## src/rtl/pipeline_scoreboard_pkg.sv

```systemverilog
`default_nettype none
// ============================================================================
// Module  : pipeline_scoreboard_pkg
// Brief   : Shared constants, entry type and helpers for the Tnew/Tuse
//           hazard scoreboard.
// Revision: 1.0 - initial release
// ============================================================================
package pipeline_scoreboard_pkg;

  // Forward-select value meaning "take the operand from the register file"
  localparam int FWD_RF = 0;

  // Typical producer latencies (cycles after entering stage 1)
  localparam int TNEW_ALU  = 1;
  localparam int TNEW_LOAD = 2;
  localparam int TNEW_LINK = 0;

  // Typical consumer latencies (cycles after ID until the operand is used)
  localparam int TUSE_ID  = 0;
  localparam int TUSE_EX  = 1;
  localparam int TUSE_MEM = 2;

  // Default field widths of a scoreboard entry for the 5-stage core
  localparam int SB_AW = 5;
  localparam int SB_TW = 2;

  typedef struct packed {
    logic             valid;
    logic [SB_AW-1:0] addr;
    logic [SB_TW-1:0] tnew;
  } sb_entry_t;

  // Ceiling log2, usable in parameter expressions
  function automatic int clog2(input int value);
    int result;
    result = 0;
    for (int v = value - 1; v > 0; v = v >> 1) begin
      result = result + 1;
    end
    return result;
  endfunction

endpackage
`default_nettype wire

```

## src/rtl/pipeline_scoreboard_slot.sv

```systemverilog
`default_nettype none
// ============================================================================
// Module  : scoreboard_slot
// Brief   : One in-flight destination entry. Loads the upstream entry each
//           cycle, optionally decrementing Tnew with saturation at zero.
//           An invalid upstream entry is stored as an all-zero bubble.
// Revision: 1.0 - initial release
// ============================================================================
module scoreboard_slot #(
  parameter int AW  = 5,
  parameter int TW  = 2,
  parameter bit DEC = 1'b1
) (
  input  logic          clk,
  input  logic          reset,
  input  logic          i_valid,
  input  logic [AW-1:0] i_addr,
  input  logic [TW-1:0] i_tnew,
  output logic          o_valid,
  output logic [AW-1:0] o_addr,
  output logic [TW-1:0] o_tnew
);

  logic          r_valid;
  logic [AW-1:0] r_addr;
  logic [TW-1:0] r_tnew;
  logic [TW-1:0] w_tnew_next;

  // Age the incoming Tnew by one stage, never wrapping below zero
  always_comb begin
    w_tnew_next = i_tnew;
    if (DEC && (i_tnew != '0)) begin
      w_tnew_next = i_tnew - TW'(1);
    end
  end

  // Entry register: take the upstream entry or become a bubble
  always_ff @(posedge clk) begin
    if (reset) begin
      r_valid <= 1'b0;
      r_addr  <= '0;
      r_tnew  <= '0;
    end else if (i_valid) begin
      r_valid <= 1'b1;
      r_addr  <= i_addr;
      r_tnew  <= w_tnew_next;
    end else begin
      r_valid <= 1'b0;
      r_addr  <= '0;
      r_tnew  <= '0;
    end
  end

  assign o_valid = r_valid;
  assign o_addr  = r_addr;
  assign o_tnew  = r_tnew;

endmodule
`default_nettype wire

```

## src/rtl/pipeline_scoreboard.sv

```systemverilog
`default_nettype none
// ============================================================================
// Module  : pipeline_scoreboard
// Brief   : Tnew/Tuse hazard scoreboard beside the ID stage. Tracks in-flight
//           destinations in a shift register (slot k = stage k after ID),
//           raises stall when a source is needed before its producer's result
//           exists, and otherwise reports which stage to forward from.
// Revision: 1.0 - initial release
// ============================================================================
module pipeline_scoreboard
  import pipeline_scoreboard_pkg::*;
#(
  parameter  int DEPTH = 3,
  parameter  int AW    = 5,
  parameter  int TW    = 2,
  parameter  int NSRC  = 2,
  localparam int SW    = clog2(DEPTH + 1)
) (
  input  logic               clk,
  input  logic               reset,
  input  logic               i_id_valid,
  input  logic [NSRC*AW-1:0] i_id_src_addr,
  input  logic [NSRC-1:0]    i_id_src_used,
  input  logic [NSRC*TW-1:0] i_id_src_tuse,
  input  logic               i_id_dst_we,
  input  logic [AW-1:0]      i_id_dst_addr,
  input  logic [TW-1:0]      i_id_dst_tnew,
  input  logic               i_flush,
  output logic               o_stall,
  output logic [NSRC*SW-1:0] o_fwd_sel,
  output logic [NSRC-1:0]    o_fwd_rdy,
  output logic [DEPTH-1:0]   o_stage_valid,
  output logic [31:0]        o_stall_cnt
);

  // Slot index 0 holds stage 1 (EX), index DEPTH-1 holds stage DEPTH
  logic [DEPTH-1:0] w_slot_valid;
  logic [AW-1:0]    w_slot_addr [DEPTH];
  logic [TW-1:0]    w_slot_tnew [DEPTH];

  logic               w_load;
  logic               w_stall;
  logic [NSRC-1:0]    w_hz;
  logic [NSRC*SW-1:0] w_fwd_sel;
  logic [NSRC-1:0]    w_fwd_rdy;
  logic [31:0]        r_stall_cnt;

  // Only a real, unflushed, non-stalled writer of a nonzero register is tracked
  assign w_load = i_id_valid && i_id_dst_we && (i_id_dst_addr != '0) && !w_stall && !i_flush;

  generate
    for (genvar k = 0; k < DEPTH; k++) begin : g_slot
      if (k == 0) begin : g_head
        // Stage 1 takes the ID destination with its Tnew as given
        scoreboard_slot #(
          .AW  (AW),
          .TW  (TW),
          .DEC (1'b0)
        ) u_slot (
          .clk     (clk),
          .reset   (reset),
          .i_valid (w_load),
          .i_addr  (i_id_dst_addr),
          .i_tnew  (i_id_dst_tnew),
          .o_valid (w_slot_valid[k]),
          .o_addr  (w_slot_addr[k]),
          .o_tnew  (w_slot_tnew[k])
        );
      end else begin : g_body
        // Later stages shift the previous slot along, one Tnew closer
        scoreboard_slot #(
          .AW  (AW),
          .TW  (TW),
          .DEC (1'b1)
        ) u_slot (
          .clk     (clk),
          .reset   (reset),
          .i_valid (w_slot_valid[k-1]),
          .i_addr  (w_slot_addr[k-1]),
          .i_tnew  (w_slot_tnew[k-1]),
          .o_valid (w_slot_valid[k]),
          .o_addr  (w_slot_addr[k]),
          .o_tnew  (w_slot_tnew[k])
        );
      end
    end
  endgenerate

  // Per source: find the youngest matching producer. Scanning oldest to
  // youngest lets the youngest match overwrite any older one.
  always_comb begin
    w_hz      = '0;
    w_fwd_sel = '0;
    w_fwd_rdy = '0;
    for (int i = 0; i < NSRC; i++) begin
      w_fwd_sel[i*SW +: SW] = SW'(FWD_RF);
      for (int k = DEPTH - 1; k >= 0; k--) begin
        if (i_id_src_used[i] && (i_id_src_addr[i*AW +: AW] != '0) &&
            w_slot_valid[k] && (w_slot_addr[k] == i_id_src_addr[i*AW +: AW])) begin
          w_fwd_sel[i*SW +: SW] = SW'(k + 1);
          w_fwd_rdy[i]          = (w_slot_tnew[k] == '0);
          w_hz[i]               = (w_slot_tnew[k] > i_id_src_tuse[i*TW +: TW]);
        end
      end
    end
  end

  assign w_stall = i_id_valid && (|w_hz);

  // Saturating count of stall cycles
  always_ff @(posedge clk) begin
    if (reset) begin
      r_stall_cnt <= '0;
    end else if (w_stall && (r_stall_cnt != '1)) begin
      r_stall_cnt <= r_stall_cnt + 32'd1;
    end
  end

  assign o_stall       = w_stall;
  assign o_fwd_sel     = w_fwd_sel;
  assign o_fwd_rdy     = w_fwd_rdy;
  assign o_stage_valid = w_slot_valid;
  assign o_stall_cnt   = r_stall_cnt;

endmodule
`default_nettype wire
```

## config.mk

```make
export PLATFORM = sky130hd
export DESIGN_NAME = pipeline_scoreboard
export DESIGN_NICKNAME = d
export VERILOG_FILES = /design/src/rtl/pipeline_scoreboard_pkg.sv /design/src/rtl/pipeline_scoreboard_slot.sv /design/src/rtl/pipeline_scoreboard.sv
export SDC_FILE = /design/constraint.sdc
export NUM_CORES = 1
export LEC_CHECK = 0
export CAP_MARGIN = 20
export CORE_UTILIZATION = 55
export CTS_CLUSTER_SIZE = 12
export DETAILED_ROUTE_END_ITERATION = 8
export HOLD_SLACK_MARGIN = 0.03
export PLACE_DENSITY = 0.91
export REMOVE_ABC_BUFFERS = 1
export SLEW_MARGIN = 10
export SYNTH_ARGS = -nofsm -noshare
export SYNTH_HDL_FRONTEND = slang
export SYNTH_SLANG_ARGS = --single-unit
```

## constraint.sdc

```tcl
create_clock -name clk -period 10 [get_ports clk]
set_clock_uncertainty 0.15 [all_clocks]
set_input_delay 2.5 -clock clk [delete_from_list [all_inputs] [get_ports clk]]
set_output_delay 2.5 -clock clk [all_outputs]
set_load 0.01 [all_outputs]
```

After elaboration in Yosys (flattened, before gate mapping). Index checks and enable logic that the tools add are counted. Widths: inputs -> output; s select.

Register bits: 56. Input bits: 28. Output and inout port bits: 42. Logic and storage cells: 86.

$add $sub $neg: 3. Order comparisons: 6. Equality and inequality tests: 7. Multiplexer cells: 23. Bitwise logic cells: 3. Reduce and logical (&&, ||, !) cells: 34.

Operator list (number): $add 32x1->32 const B (1); $ne 32x32->1 const B (1); $eq 5x5->1 (6); $logic_and 1x1->1 (20); $mux 2 (8); $mux 1 (15); $reduce_bool 5->1 (3); $gt 2x2->1 (6); $reduce_or 2->1 (4); $logic_not 2->1 (3); $reduce_bool 2->1 (2); $sub 2x1->2 const B (2); $not 1->1 (3); $logic_not 1->1 (2).

Logic depth before layout (Yosys ltp). Gate-level depths: netlist (run 1).

Depth after elaboration: 14. Mapped depth: 11.

By module. A second synthesis (run 1) with hierarchy kept.

Cell total of the unflattened synthesis: 375. Area total of the unflattened synthesis: 3273.1 um^2.

Modules (own cells, without submodules): pipeline_scoreboard (times used 1, cells each 327, area an instance 2560.0 um^2, sequential area each 640.6 um^2); scoreboard_slot at g_slot[1].g_body.u_slot ... (times used 2, cells each 16, area an instance 242.7 um^2, sequential area each 160.2 um^2); scoreboard_slot at g_slot[0].g_head.u_slot (times used 1, cells each 16, area an instance 227.7 um^2, sequential area each 160.2 um^2).

Least setup slack after synthesis (run 1). Ideal clock, no wire load.

Path type: input -> output. Start point: input i_id_src_addr[1]. End point: output o_stall. Arrival: 4275 ps. Data required time: 7350 ps. Slack: 3075 ps. Stages on the path: 7. Cells stage by stage: or4_1 -> o21a_1 -> and4_4 -> and4_4 -> a2111oi_4 -> buf_2 -> nor2_1.

Longest elaborated chain between the ends: 9.

RTL lines: start, declared (RTL line pipeline_scoreboard.sv:22) `input logic [NSRC*AW-1:0] i_id_src_addr,`; $reduce_bool 5->1 (RTL line pipeline_scoreboard.sv:98) `if (i_id_src_used[i] && (i_id_src_addr[i*AW +: AW] != '0) &&`; $logic_and 1x1->1 (2 in series) (RTL line pipeline_scoreboard.sv:98); $logic_and 1x1->1 (RTL line pipeline_scoreboard.sv:99) `w_slot_valid[k] && (w_slot_addr[k] == i_id_src_addr[i*AW +: AW])) begin`; $mux 1 (2 in series) (RTL line pipeline_scoreboard.sv:98); $mux 1 * (RTL line pipeline_scoreboard.sv:98); $reduce_or 2->1 * (RTL line pipeline_scoreboard.sv:108) `assign w_stall = i_id_valid && (|w_hz);`; $logic_and 1x1->1 * (RTL line pipeline_scoreboard.sv:108); end, declared (RTL line pipeline_scoreboard.sv:29) `output logic o_stall,`.

Every way passes the cells marked *; elsewhere a longest branch is shown, timed or not.

Final worst setup path (run 1).
Start point: input i_id_src_addr[6]. End point: output o_stall.

Same word-level chain as after synthesis.

==> impl_metrics.json, run 1 <==
{
  "status": "finished, final reports clean",
  "synth_seq_cells": 56,
  "clock_path_buffers": 2,
  "slew_headroom": 0.403,
  "netlist_instances": 373,
  "seqCellArea_mm2": 0.00112,
  "cts.sinks": 56,
  "dp.cells": 497,
  "drtIter0Drc": 152,
  "gp_congestion": 0.873,
  "grt_pass1_wl_mm": 13.0,
  "cts_hold_buf": 0,
  "multi_input_area_mm2": 0.00199,
  "drive_gt1_frac": 0.0370,
  "period_needed_ps": 8270,
  "detail-route-antenna-nets": 0,
  "syn-cell-area_mm2": 0.00326,
  "fp-row-count": 27,
  "fmax_mhz": 121,
  "synth_edf_count": 0,
  "worst-path-buf-inv": 3,
  "async_flop_share": 0,
  "clkLatencyLatePin_ps": 320,
  "grt_pass1_vias": 2773,
  "antenna_cells": 0,
  "cts_root_buf": "clkbuf_8",
  "io_buffer_count": 69,
  "netlist.area_leader.share": 0.344,
  "setup_tns_ps": 0,
  "critPathArrivalTime_ps": 5620,
  "crit_fanout": 59,
  "worstSetupEndpointType": "output pin",
  "path_cells": "clkdlybuf4s50_1, or4_1, o21ai_0, nand4b_1, o31ai_4, a2111oi_4, buf_4, nor2_1, clkdlybuf4s50_1",
  "yosysTopAreaCell": "dfxtp_1",
  "fin_crit_sh": 0.827,
  "core_area_mm2": 0.00561,
  "top_level_ports": 70,
  "critical_path_required_ps": 7350,
  "hpwlAfterDp_mm": 5.66,
  "final_common_cell": "clkdlybuf4s50_1",
  "grt_overflow": 0,
  "synth_cell_type_count": 46,
  "cts_tree": "done",
  "antenna_found_initial": 0,
  "track_usage": 0.266,
  "layout_common_cells": "69 x clkdlybuf4s50_1, 56 x dfxtp_1, 25 x a21oi_1",
  "die_area_mm2": 0.00624,
  "num_vias": 3089,
  "hold_class": "flop to flop",
  "wl_mm": 8.00,
  "start_util": 0.581,
  "timing.final.max_slew_violations": 0,
  "area_growth_pct": 25.3,
  "grt_max_degree": 60,
  "die_h_um": 79.0,
  "yosysSeqAreaShare": 0.344,
  "cap_violations": 0,
  "cts_max_level": 2,
  "cts-resized-gates": 0,
  "dr.pass1.iters": 4,
  "leakage_nw": 1.53,
  "fillCellCount": 453,
  "rsz0062_at_grt": "false",
  "ys_warn_count": 0,
  "startpoint_type": "input port",
  "synth.area.top_cells": "dfxtp_1 34%, xor2_1 6.2%, or4_1 5.1%",
  "worst_path_max_delay_cell": "or4_1",
  "viasPerCell": 6.12,
  "num-nets-final": 473,
  "cp_top_family": "buffers and inverters",
  "finalHoldViolations": 0,
  "clk_pin_slew_ps": 90,
  "die_w_um": 79.0,
  "critical_path.max_stage_delay_ps": 570,
  "cts_made_buffers": 5,
  "wire_per_inst_um": 15.8,
  "p_per_area_mw_per_mm2": 103,
  "drc": 0,
  "peakVddDrop_mv": 0.104,
  "setup_viol": 0,
  "avgSynthCellArea_um2": 8.74,
  "path_common_cell": "clkdlybuf4s50_1",
  "final_cells": 505,
  "worstMarginPinSlew_ps": 891,
  "synth_flop_cell": "dfxtp_1",
  "post_cts_buffers": 0,
  "path_class": "input port to output pin"
}
[per-layer routing]
| metal | global-route usage | vias to the layer above | wire (µm) |
|---|---|---|---|
| met2 | 0.459 | 139 | 3820 |
| met5 | 0 | - | 0 |
| met3 | 0.0529 | 13 | 611 |
| met4 | 0.0745 | 0 | 102 |
| li1 | - | 1499 | - |
| met1 | 0.333 | 1438 | 3460 |
[state kept, by name (all words and copies together), names as in the netlist]
register	cells
g_slot.g_body.u_slot.o_addr	10
g_slot.g_head.u_slot.o_tnew	2
g_slot.g_body.u_slot.o_valid	2
g_slot.g_head.u_slot.o_valid	1
g_slot.g_body.u_slot.o_tnew	4
g_slot.g_head.u_slot.o_addr	5
o_stall_cnt	32
[synth_stat cells (all sizes together) (12+ instances only)]
cell,instances
xor2,23
a21oi,25
ha,13
or4,22
nor2b,15
nand2,21
dfxtp,56
nand3,12
nand4,12
inv,12
o31ai,20
nor2,15
and3,17
and2,19
[power breakdown]
part           switching (W)  internal [W]
logic              0.0000186     0.0000175
clock network      0.0000725     0.0000884
registers        0.000000819      0.000224
total              0.0000919      0.000329
[final cells by class]
class,instances,area share
Inverter,12,0.0110
Sequential cell,56,0.275
Tap cell,72,0.0221
Multi-Input combinational cell,286,0.489
Timing Repair Buffer,71,0.173
Clock inverter,1,0.00736
Clock buffer,7,0.0236
[stage by stage]
step                setup slack, ps  utilization  cell area (µm²)  hold WS (ps)  power, W
CTS                            1750        0.728             4080           354  0.000424
floorplan                      2110            -             3160           323  0.000244
detailed placement             1780        0.705             3960           334  0.000265
global placement               1840        0.705             3960           333  0.000264
finish                         1730        0.728             4080           353  0.000421
global route                   1550        0.728             4080           373  0.000437
[final timing paths]
| check | from | end | slack (ps) | cells past startpoint |
|---|---|---|---|---|
| setup reg to reg | g_slot[1].g_body.u_slot.o_addr[2]$_SDFF_PP0_ | o_stall_cnt[16]$_SDFFE_PP0P_ | 6960 | 8 |
| hold reg to reg | o_stall_cnt[8]$_SDFFE_PP0P_ | o_stall_cnt[8]$_SDFFE_PP0P_ | 350 | 2 |
| hold / removal | o_stall_cnt[8]$_SDFFE_PP0P_ | o_stall_cnt[8]$_SDFFE_PP0P_ | 350 | 2 |
| setup / recovery | i_id_src_addr[6] | o_stall | 1730 | 9 |
[cells by family after synthesis]
| logic type | share of synthesized area |
|---|---|
| mux | 0.0372 |
| buf+inv | 0.0441 |
| flops | 0.344 |
| xor+xnor | 0.0806 |
| fa+ha+maj | 0.0499 |
| simple gates | 0.307 |
| compound gates | 0.137 |
[worst reg2reg max path, cell delays in order, from the launching register on]
cell,delay (ps)
dfxtp_1,360
xor2_1,170
nor4_1,520
and3b_4,330
o31ai_4,90
a2111oi_4,340
buf_4,500
nor3_1,160
mux2_1,340
Note: power is estimated with default switching activity, not from simulation.
==> inputs of run 2 (changes only) <==
CORE_UTILIZATION = 46   (was 55)
PLACE_DENSITY = 0.81   (was 0.91)
clock period = 6.6 ns   (was 10 ns; I/O delays follow)
==> impl_metrics.json, run 2 (synthesis results as in run 1) <==
{
  "status": "finished, final reports clean",
  "slew_headroom": 0.355,
  "post_cts_buffers": 0,
  "detail-route-antenna-nets": 0,
  "hpwlAfterDp_mm": 5.89,
  "antenna_cells": 0,
  "seqCellArea_mm2": 0.00112,
  "start_util": 0.477,
  "grt_max_degree": 59,
  "cts.sinks": 56,
  "setup_viol": 0,
  "cts_root_buf": "clkbuf_8",
  "pre_cts_slack_ps": 342,
  "die_h_um": 86.2,
  "wire_per_inst_um": 15.0,
  "period_needed_ps": 6280,
  "p_per_area_mw_per_mm2": 150,
  "area_growth_pct": 25.6,
  "track_usage": 0.217,
  "clk_pin_slew_ps": 90,
  "fmax_mhz": 159,
  "num-nets-final": 473,
  "fp-row-count": 30,
  "fin_util": 0.599,
  "clkLatencyLatePin_ps": 310,
  "fin_crit_sh": 0.952,
  "wl_mm": 7.96,
  "timing.final.max_slew_violations": 0,
  "drtIter0Drc": 127,
  "grt_pass1_wl_mm": 13.1,
  "die_area_mm2": 0.00743,
  "worstSetupEndpointType": "output pin",
  "cts-resized-gates": 0,
  "fillCellCount": 624,
  "num_vias": 3010,
  "gp_congestion": 0.871,
  "rsz0062_at_grt": "false",
  "grt_overflow": 0,
  "die_w_um": 86.2,
  "multi_input_area_mm2": 0.00199,
  "worstMarginPinSlew_ps": 963,
  "critical_path_required_ps": 4800,
  "leakage_nw": 1.52,
  "critPathArrivalTime_ps": 4480,
  "largest_reg_flops": 32,
  "grt_pass1_vias": 2801,
  "drc": 0,
  "cts_hold_buf": 0,
  "drive_gt1_frac": 0.0346,
  "cap_violations": 0,
  "peakVddDrop_mv": 0.0839,
  "setup_tns_ps": 0,
  "top_level_ports": 70,
  "clock_path_buffers": 2,
  "viasPerCell": 5.69,
  "worst_slack_ps": 320,
  "stdcell_area_mm2": 0.00409,
  "reg2reg_slack_ps": 3400,
  "antenna_found_initial": 0,
  "startpoint_type": "input port",
  "layout_common_cells": "69 x clkdlybuf4s50_1, 56 x dfxtp_1, 25 x a21oi_1",
  "path_class": "input port to output pin",
  "final_common_cell": "clkdlybuf4s50_1",
  "finalHoldViolations": 0,
  "cts_made_buffers": 5,
  "core_area_mm2": 0.00683,
  "dr.pass1.iters": 4,
  "crit_fanout": 5,
  "io_buffer_count": 69,
  "cts_tree": "done",
  "hold_class": "flop to flop",
  "placed_area_mm2": 0.00399,
  "cts_max_level": 2
}
==> run 2: cell count changes in the layout (fill, tap and decap cells not counted) <==
cell | before | now
clkinv_2 | 0 | 1
clkbuf_1 | 0 | 1
clkbuf_8 | 7 | 5
==> run 2: layout make-up <==
| type | count | share of cell area |
|---|---|---|
| Multi-Input combinational cell | 286 | 0.487 |
| Timing Repair Buffer | 71 | 0.172 |
| Inverter | 12 | 0.0110 |
| Clock buffer | 6 | 0.0177 |
| Clock inverter | 2 | 0.00856 |
| Sequential cell | 56 | 0.274 |
| Tap cell | 96 | 0.0293 |
==> run 2: through the flow <==
stage	instances	hold slack, ps	power, W
after floorplan	354	323	0.000369
after global routing	529	377	0.000635
final	529	355	0.000613
after CTS	529	355	0.000617
after global placement	521	325	0.000401
after detailed placement	521	336	0.000402
==> run 2: report_power, final <==
| group | switching (W) | internal, W |
|---|---|---|
| clock network | 0.000106 | 0.000113 |
| logic | 0.0000280 | 0.0000264 |
| registers | 0.00000126 | 0.000339 |
| total | 0.000135 | 0.000478 |
==> run 2: critical path, stage by stage <==
cell	delay, ps
clkdlybuf4s50_1	530
xor2_1	190
nor4_1	350
nand4b_1	340
a211oi_1	520
a2111oi_4	100
nor2_1	220
clkdlybuf4s50_1	590
==> run 2: routing by layer <==
layer  track usage  wire, µm  vias to the layer above  share of wire
met1         0.277      3590                     1417           0.45
met4        0.0652       129                        0          0.016
met3        0.0352       431                        9          0.054
li1              -         -                     1504              -
met2         0.377      3800                       80           0.48
met5             0         0                        -              0
==> run 2: final timing paths <==
path | from | end | cells after the start
worst min-delay path | o_stall_cnt[19]$_SDFFE_PP0P_ | o_stall_cnt[19]$_SDFFE_PP0P_ | 2
worst min register to register | o_stall_cnt[19]$_SDFFE_PP0P_ | o_stall_cnt[19]$_SDFFE_PP0P_ | 2
worst max register to register | g_slot[0].g_head.u_slot.o_addr[1]$_SDFF_PP0_ | g_slot[0].g_head.u_slot.o_tnew[0]$_SDFF_PP0_ | 8
worst max-delay path | i_id_src_addr[7] | o_stall | 8
